`src/rtl/cost_table_pkg.sv`:
```
// rtl/cost_table_pkg.sv - shared widths, sizes and FSM state for the cost lookup table
package cost_table_pkg;

  localparam int COST_W  = 7;
  localparam int IDX_W   = 3;
  localparam int ENTRIES = 64;
  localparam int ADDR_W  = 2 * IDX_W;
  localparam int ACC_W   = 16;

  localparam logic [ADDR_W-1:0] LAST_IDX = ADDR_W'(ENTRIES - 1);
  localparam logic [ACC_W-1:0]  ACC_MAX  = '1;

  typedef enum logic {
    LOAD  = 1'b0,
    READY = 1'b1
  } state_t;

endpackage

```
`src/rtl/cost_table_mem.sv`:
```
// rtl/cost_table_mem.sv - 64x7 register file, one write port, one synchronous read port
module cost_table_mem
  import cost_table_pkg::*;
(
  input  logic              CLK,
  input  logic              we,
  input  logic [ADDR_W-1:0] waddr,
  input  logic [COST_W-1:0] wdata,
  input  logic              rclr,
  input  logic [ADDR_W-1:0] raddr,
  output logic [COST_W-1:0] rdata
);

  logic [COST_W-1:0] mem [ENTRIES];

  // Storage is deliberately never reset; only the read register is cleared.
  always_ff @(posedge CLK) begin
    if (we) begin
      mem[waddr] <= wdata;
    end
  end

  always_ff @(posedge CLK) begin
    if (rclr) begin
      rdata <= '0;
    end else begin
      rdata <= mem[raddr];
    end
  end

endmodule

```
`src/rtl/cost_table.sv`:
```
// rtl/cost_table.sv - loadable worker/job cost table with registered lookup
// Optional AccCount ready-cycle counter enabled by COST_TABLE_ACCCNT_EN.
module cost_table
  import cost_table_pkg::*;
(
  input  logic              CLK,
  input  logic              RST,
  input  logic              LoadValid,
  input  logic [COST_W-1:0] LoadData,
  input  logic              Reload,
  input  logic [IDX_W-1:0]  W,
  input  logic [IDX_W-1:0]  J,
  output logic [COST_W-1:0] Cost,
  output logic              Ready,
  output logic              LoadErr
`ifdef COST_TABLE_ACCCNT_EN
  ,
  output logic [ACC_W-1:0]  AccCount
`endif
);

  state_t            state;
  logic [ADDR_W-1:0] load_idx;
  logic              restart;
  logic              we;
  logic              rclr;

  // Reload outranks a same-cycle LoadValid, so the write is gated here too.
  assign restart = RST || Reload;
  assign we      = (state == LOAD) && LoadValid && !restart;
  assign rclr    = restart || (state != READY);

  always_ff @(posedge CLK) begin
    if (restart) begin
      state    <= LOAD;
      load_idx <= '0;
      Ready    <= 1'b0;
      LoadErr  <= 1'b0;
    end else begin
      case (state)
        LOAD: begin
          if (LoadValid) begin
            load_idx <= load_idx + ADDR_W'(1);
            if (load_idx == LAST_IDX) begin
              state <= READY;
              Ready <= 1'b1;
            end
          end
        end
        READY: begin
          if (LoadValid) begin
            LoadErr <= 1'b1;
          end
        end
        default: begin
          state <= LOAD;
          Ready <= 1'b0;
        end
      endcase
    end
  end

  cost_table_mem u_mem (
    .CLK   (CLK),
    .we    (we),
    .waddr (load_idx),
    .wdata (LoadData),
    .rclr  (rclr),
    .raddr ({W, J}),
    .rdata (Cost)
  );

`ifdef COST_TABLE_ACCCNT_EN
  always_ff @(posedge CLK) begin
    if (restart) begin
      AccCount <= '0;
    end else if ((state == READY) && (AccCount != ACC_MAX)) begin
      AccCount <= AccCount + ACC_W'(1);
    end
  end
`endif

endmodule
```
`config.mk`:
```
export PLATFORM = sky130hd
export DESIGN_NAME = cost_table
export DESIGN_NICKNAME = d
export VERILOG_FILES = /design/src/rtl/cost_table_pkg.sv /design/src/rtl/cost_table_mem.sv /design/src/rtl/cost_table.sv
export SDC_FILE = /design/constraint.sdc
export NUM_CORES = 1
export LEC_CHECK = 0
export CAP_MARGIN = 25
export CORE_UTILIZATION = 65
export DETAILED_ROUTE_END_ITERATION = 12
export PLACE_DENSITY = 0.82
export SLEW_MARGIN = 5
export SYNTH_ARGS = -nofsm -noshare
export SYNTH_HDL_FRONTEND = slang
export SYNTH_HIERARCHICAL = 1
export SYNTH_SLANG_ARGS = --single-unit
```
`constraint.sdc`:
```
create_clock -name CLK -period 5.29 [get_ports CLK]
set_input_delay 1.058 -clock CLK [delete_from_list [all_inputs] [get_ports CLK]]
set_output_delay 1.058 -clock CLK [all_outputs]
set_load 0.02 [all_outputs]
```
==> impl_metrics.json, run 1 <==
{
  "setup_viol_count_final": 0,
  "crit_path_end_kind": "register",
  "synth.distinct_cells": 50,
  "ios": 26,
  "hold_end": "Ready",
  "maxCapViolCount": 0,
  "clkLatencyLatePin_ps": 540,
  "htree_levels": 2,
  "vias_per_cell": 7.03,
  "start_kind": "input pin",
  "skew_ps": 21.0,
  "cts_setup_buffers": 0,
  "diodes": 0,
  "drtPass1Iterations": 8,
  "hpwl_um": 23700,
  "setup_tns_ps": 0,
  "start_util_pct": 66.8,
  "topRoutingLayerUsed": "met4",
  "ant_nets": 0,
  "slew_headroom_pct": 31.3,
  "path_max_fanout": 7,
  "wirelength_um": 40800,
  "hold_depth": 2,
  "finalCritPeriodShare_pct": 68.2,
  "reg2reg_from": "state",
  "hold_class": "reg2reg",
  "met1_length_um": 15200,
  "min_from": "Ready",
  "synth-edff-count": 448,
  "crit_arrival_ps": 3780,
  "synth_ff_type": "edfxtp_1",
  "synthesis.nets": 886,
  "coreArea_um2": 27200,
  "worstPathRequired_ps": 5460,
  "yosysTopAreaCellShare_pct": 74.1,
  "finalNonFillerCells": 1314,
  "status": "finished clean",
  "synthCells": 868,
  "synthAdderAreaFrac_pct": 0.0689,
  "drc": 0,
  "rr_worst_depth": 5,
  "fmax_mhz": 277,
  "cts_hold_buffers": 0,
  "dieWidth_um": 169,
  "ys_ff_latch": 464,
  "crit_family": "simple AND/OR/NAND/NOR gates",
  "netlist_area_um2": 18200,
  "vias": 9232,
  "period_minus_slack_ps": 3610,
  "areaGrowthSynthToFinish_pct": 11.1,
  "avgSynthCellArea_um2": 20.9,
  "maxSlewViolCount": 0,
  "seq_area_frac_synth_pct": 75.8,
  "crit_path_top_delay_cell": "nor2_1",
  "path_buf_inv": 1,
  "die_area_um2": 28600,
  "synth_mux_area_share_pct": 16.1,
  "crit_chain": "clkdlybuf4s50_1 -> nor2b_2 -> and2_1 -> nor2b_1 -> nand3_1 -> nor2_1",
  "slowest_delay_ps": 740,
  "grtUsageTotal_pct": 29.8,
  "antenna_found_initial": 1,
  "avgRoutedWirePerCell_um": 31.0,
  "hold_viol": 0,
  "reg2reg_slack_ps": 2470,
  "gr-total-overflow": 0,
  "clk_pin_slew_worst_paths_ps": 60,
  "synth-compound-area-share_pct": 2.36,
  "synth.area.top_cells": "edfxtp_1 74%, mux4_2 13%, dfxtp_1 1.8%",
  "layout-drive-gt1-share_pct": 21.7,
  "synthXorXnorAreaFrac_pct": 0.0965,
  "first_global_vias": 9084,
  "tritoncts": "built",
  "first_iter_violations": 1264,
  "rsz0062_at_grt": "no",
  "root_buffer": "clkbuf_16",
  "final_net_count": 929,
  "critical_path_class": "in2reg",
  "r2r_end": "u_mem/mem[30][2]",
  "cellLeakagePower_nw": 6.33,
  "clk_path_buf_depth": 3,
  "cts_sinks": 464,
  "placementRows": 60,
  "grt_pass1_wl_um": 60500,
  "synth.yosys.warnings": 6,
  "synth-simple-area-share_pct": 3.93,
  "port_buffers": 25,
  "gp_congestion": 0.891,
  "tightest_slew_ps": 1020,
  "cts_made_buffers": 44,
  "placed_cells": 1236,
  "grt_max_degree": 65,
  "synth.largest_area_cell": "edfxtp_1",
  "power.density_nw_per_um2": 372,
  "synth_top_family_by_area": "multiplexers",
  "route.met3.wl_um": 4780,
  "die_height_um": 169,
  "cts_resized": 0,
  "vdd_drop_max_mv": 0.362,
  "ys_async_sr_fraction_pct": 0,
  "met2WireLength_um": 19600
}
==> sequential cells by signal, indices dropped and copies added, names as in the netlist <==
register	count
state	1
LoadErr	1
u_mem/mem	448
load_idx	6
u_mem/rdata	7
Ready	1
==> worst register-to-register path, stage by stage, from the launching register on <==
cell and delay (ps):
dfxtp_1 380, nor2b_2 210, and2_1 250, nor2b_1 290, nand3_1 590, nor2_1 740
==> worst max-delay path by stage <==
stage,startpoint,end,slack [ps],depth (start not counted)
final,LoadValid,u_mem/mem[30][2],1680,6
after global routing,LoadValid,u_mem/mem[62][6],1600,6
after CTS,LoadValid,u_mem/mem[30][3],1800,6
after detailed placement,LoadValid,u_mem/mem[14][1],1260,6
after global placement,LoadValid,u_mem/mem[6][0],1390,6
after floorplan,LoadValid,u_mem/mem[48][0],2560,5
==> report_power, final <==
| part | total, mW | leakage, nW | internal [mW] | switching [mW] |
|---|---|---|---|---|
| clock | 3.17 | 0.725 | 1.88 | 1.29 |
| sequential | 4.03 | 4.16 | 4.03 | 0.00219 |
| combinational | 0.314 | 1.45 | 0.119 | 0.195 |
==> final cells by class <==
type	count	area, um^2
clock buffer	61	1280
clock inverter	16	186
fill	1488	7000
inverter	2	7.51
multi-input combinational	358	4090
sequential	464	13800
tap	372	465
timing repair buffer	41	379
==> cell families after synthesis <==
family                   Yosys count
AO/OA/AOI/OAI                     60
XOR/XNOR                           2
adder cells (fa/ha/maj)            1
buffers and inverters             46
flip-flops                       464
multiplexers                     142
AND/OR/NAND/NOR                  153
==> per-stage QoR <==
step	cell area [um^2]	utilization [%]	hold WS (ps)	setup WS, ps	power [mW]
floorplan	18200	-	483	2560	4.29
global placement	18700	68.7	458	1390	4.40
detailed placement	18700	68.8	469	1260	4.42
CTS	20200	74.2	496	1800	7.53
global route	20200	74.2	538	1600	7.68
finish	20200	74.2	487	1680	7.51
==> cell usage in the layout (no fill, tap or decap), types with 4 or more instances in the layout <==
cell,n
a211oi_1,6
a21oi_1,7
a221oi_1,4
a22o_1,4
buf_12,4
buf_2,8
buf_4,13
bufinv_16,4
clkbuf_1,7
clkbuf_16,45
clkbuf_8,9
clkdlybuf4s50_1,15
clkinv_2,8
dfxtp_1,16
edfxtp_1,448
mux2i_1,26
mux4_1,12
mux4_2,104
nand2_1,18
nand2b_1,10
nand3_1,8
nand3b_1,5
nor2_1,80
nor2b_1,9
nor3_1,8
o21ai_0,10
o22ai_1,12
or3_1,5
==> per-layer routing <==
layer	vias to the layer above	track usage, %
met5	-	0
met1	4752	43.1
li1	3684	-
met4	0	9.36
met3	100	6.58
met2	696	46.6
==> Yosys cell counts, types with 2 or more instances <==
master and number:
nand3_1 8, nand2_1 18, o221ai_1 2, o21ai_0 10, mux4_1 12, mux2i_1 26, buf_12 2, a221oi_1 4
a21o_1 2, nor2_1 80, o32a_1 2, a22o_1 4, inv_1 2, or3_1 5, buf_1 4, clkbuf_1 11
buf_4 10, nor2b_1 9, o32ai_1 2, nand4_1 2, buf_2 11, o22ai_1 12, nand2b_1 10, o211ai_2 2
a21oi_1 7, buf_6 3, a41oi_1 2, mux4_2 104, edfxtp_1 448, clkbuf_4 2, nand3b_1 5, a211oi_1 6
nor3_1 8, o211ai_1 2, dfxtp_1 16
Power figures use the tool's default switching activity.
==> run 2: changes to the inputs <==
- CORE_UTILIZATION: 65 -> 56
- PLACE_DENSITY: 0.82 -> 0.75
- clock period: 5.29 -> 3 ns (I/O delays scaled with it)
==> impl_metrics.json, run 2 (synthesis gave the netlist of run 1 again) <==
{
  "status": "finished clean",
  "tightest_slew_ps": 711,
  "ios": 26,
  "ant_nets": 0,
  "vias_per_cell": 6.28,
  "wirelength_um": 38600,
  "die_height_um": 182,
  "finalCritPeriodShare_pct": 78.4,
  "cts_sinks": 464,
  "worstPathRequired_ps": 3250,
  "cts_made_buffers": 45,
  "setup_tns_ps": 0,
  "layout_common_cells": "448 x edfxtp_1, 104 x mux4_2, 98 x buf_4, 80 x nor2_1, 45 x clkbuf_16",
  "reg2reg_slack_ps": 800,
  "start_util_pct": 57.3,
  "first_global_vias": 9133,
  "cts_setup_buffers": 0,
  "hpwl_um": 24500,
  "rsz0062_at_grt": "no",
  "areaGrowthSynthToFinish_pct": 15.1,
  "maxCapViolCount": 0,
  "grt_max_degree": 65,
  "setup_viol_count_final": 0,
  "antenna_found_initial": 0,
  "crit_path_end_kind": "register",
  "slew_headroom_pct": 52.6,
  "gp_congestion": 0.897,
  "clk_path_buf_depth": 3,
  "pwr-share-comb_pct": 4.5,
  "grt_pass1_wl_um": 58000,
  "vdd_drop_max_mv": 0.452,
  "drtPass1Iterations": 5,
  "tritoncts": "built",
  "r2r_end": "u_mem/mem[37][3]",
  "gr-total-overflow": 0,
  "hold_class": "reg2reg",
  "fin_area_um2": 20900,
  "largest_reg_flops": 448,
  "p_sw_mw": 2.64,
  "internal-power_mw": 10.3,
  "diodes": 0,
  "critical_path_class": "in2reg",
  "layout-drive-gt1-share_pct": 27.8,
  "placementRows": 65,
  "clk_pin_slew_worst_paths_ps": 60,
  "maxSlewViolCount": 0,
  "period_minus_slack_ps": 2350,
  "avgRoutedWirePerCell_um": 26.8,
  "layout_commonest_cell": "edfxtp_1",
  "grtUsageTotal_pct": 24.3,
  "cellLeakagePower_nw": 6.79,
  "hold_viol": 0,
  "coreArea_um2": 31700,
  "final_net_count": 1023,
  "rr_worst_depth": 4,
  "dieWidth_um": 182,
  "seq_power_share_pct": 55.0,
  "hold_end": "LoadErr",
  "start_kind": "input pin",
  "first_iter_violations": 1105,
  "cts_hold_buffers": 0,
  "min_from": "LoadErr",
  "power.density_nw_per_um2": 618,
  "reg2reg_from": "load_idx[2]",
  "place_area_um2": 19600,
  "top_regs": "u_mem/mem (448), u_mem/rdata (7), load_idx (6)",
  "swShare_pct": 20.4,
  "skew_ps": 18.9,
  "htree_levels": 2,
  "die_area_um2": 33200,
  "clkLatencyLatePin_ps": 550,
  "regMostFlops": "u_mem/mem",
  "port_buffers": 25,
  "cts_resized": 0,
  "hold_depth": 2,
  "crit_arrival_ps": 2600,
  "drc": 0,
  "vias": 9050,
  "fmax_mhz": 425,
  "path_max_fanout": 7,
  "clock_power_share_pct": 40.5,
  "root_buffer": "clkbuf_16"
}
-- run 2: through the flow --
stage,power [mW],setup WS (ps),instances,hold slack (ps),utilization [%]
2_1_floorplan,7.56,729,868,483,-
3_3_place_gp,7.82,141,1360,453,61.7
3_5_place_dp,7.83,131,1360,468,61.7
4_1_cts,13.0,687,1442,486,65.9
5_1_grt,13.2,570,1442,503,65.9
6_report,12.9,649,1442,475,65.9
-- run 2: power groups by stage --
| stage | clock network [mW] | registers (mW) | logic, mW |
|---|---|---|---|
| floorplan | 0 | 7.24 | 0.320 |
| global placement | 0 | 7.24 | 0.574 |
| detailed placement | 0 | 7.24 | 0.584 |
| CTS | 5.29 | 7.10 | 0.586 |
| global route | 5.51 | 7.10 | 0.615 |
| finish | 5.23 | 7.10 | 0.578 |
-- run 2: worst max-delay path, cell delays in order --
cell and delay (ps):
clkdlybuf4s50_1 470, nor2b_2 210, and2_1 270, nand3_1 530
nor2_1 310, buf_4 200
-- run 2: per-layer routing --
layer	vias to the layer above	track usage (%)	part of all wire [%]
met5	-	0	0
met4	0	8.44	3.2
met3	83	3.83	7.3
met2	378	39.9	50
met1	4696	33.8	40
li1	3893	-	-
-- run 2: worst max path at each step --
stage,start,endpoint,slack (ps),depth (start not counted)
6_report,LoadValid,u_mem/mem[37][3],650,6
5_1_grt,LoadValid,u_mem/mem[37][2],570,6
4_1_cts,LoadValid,u_mem/mem[37][2],690,6
3_5_place_dp,LoadValid,u_mem/mem[37][2],130,6
3_3_place_gp,LoadValid,u_mem/mem[37][2],140,6
2_1_floorplan,LoadValid,u_mem/mem[48][0],730,5
-- run 2: final cells by class --
type | count | area (um^2)
Fill cell | 2048 | 10800
Clock inverter | 26 | 176
Inverter | 2 | 7.51
Clock buffer | 56 | 1170
Tap cell | 402 | 503
Timing Repair Buffer | 134 | 1190
Sequential cell | 464 | 13800
Multi-Input combinational cell | 358 | 4090
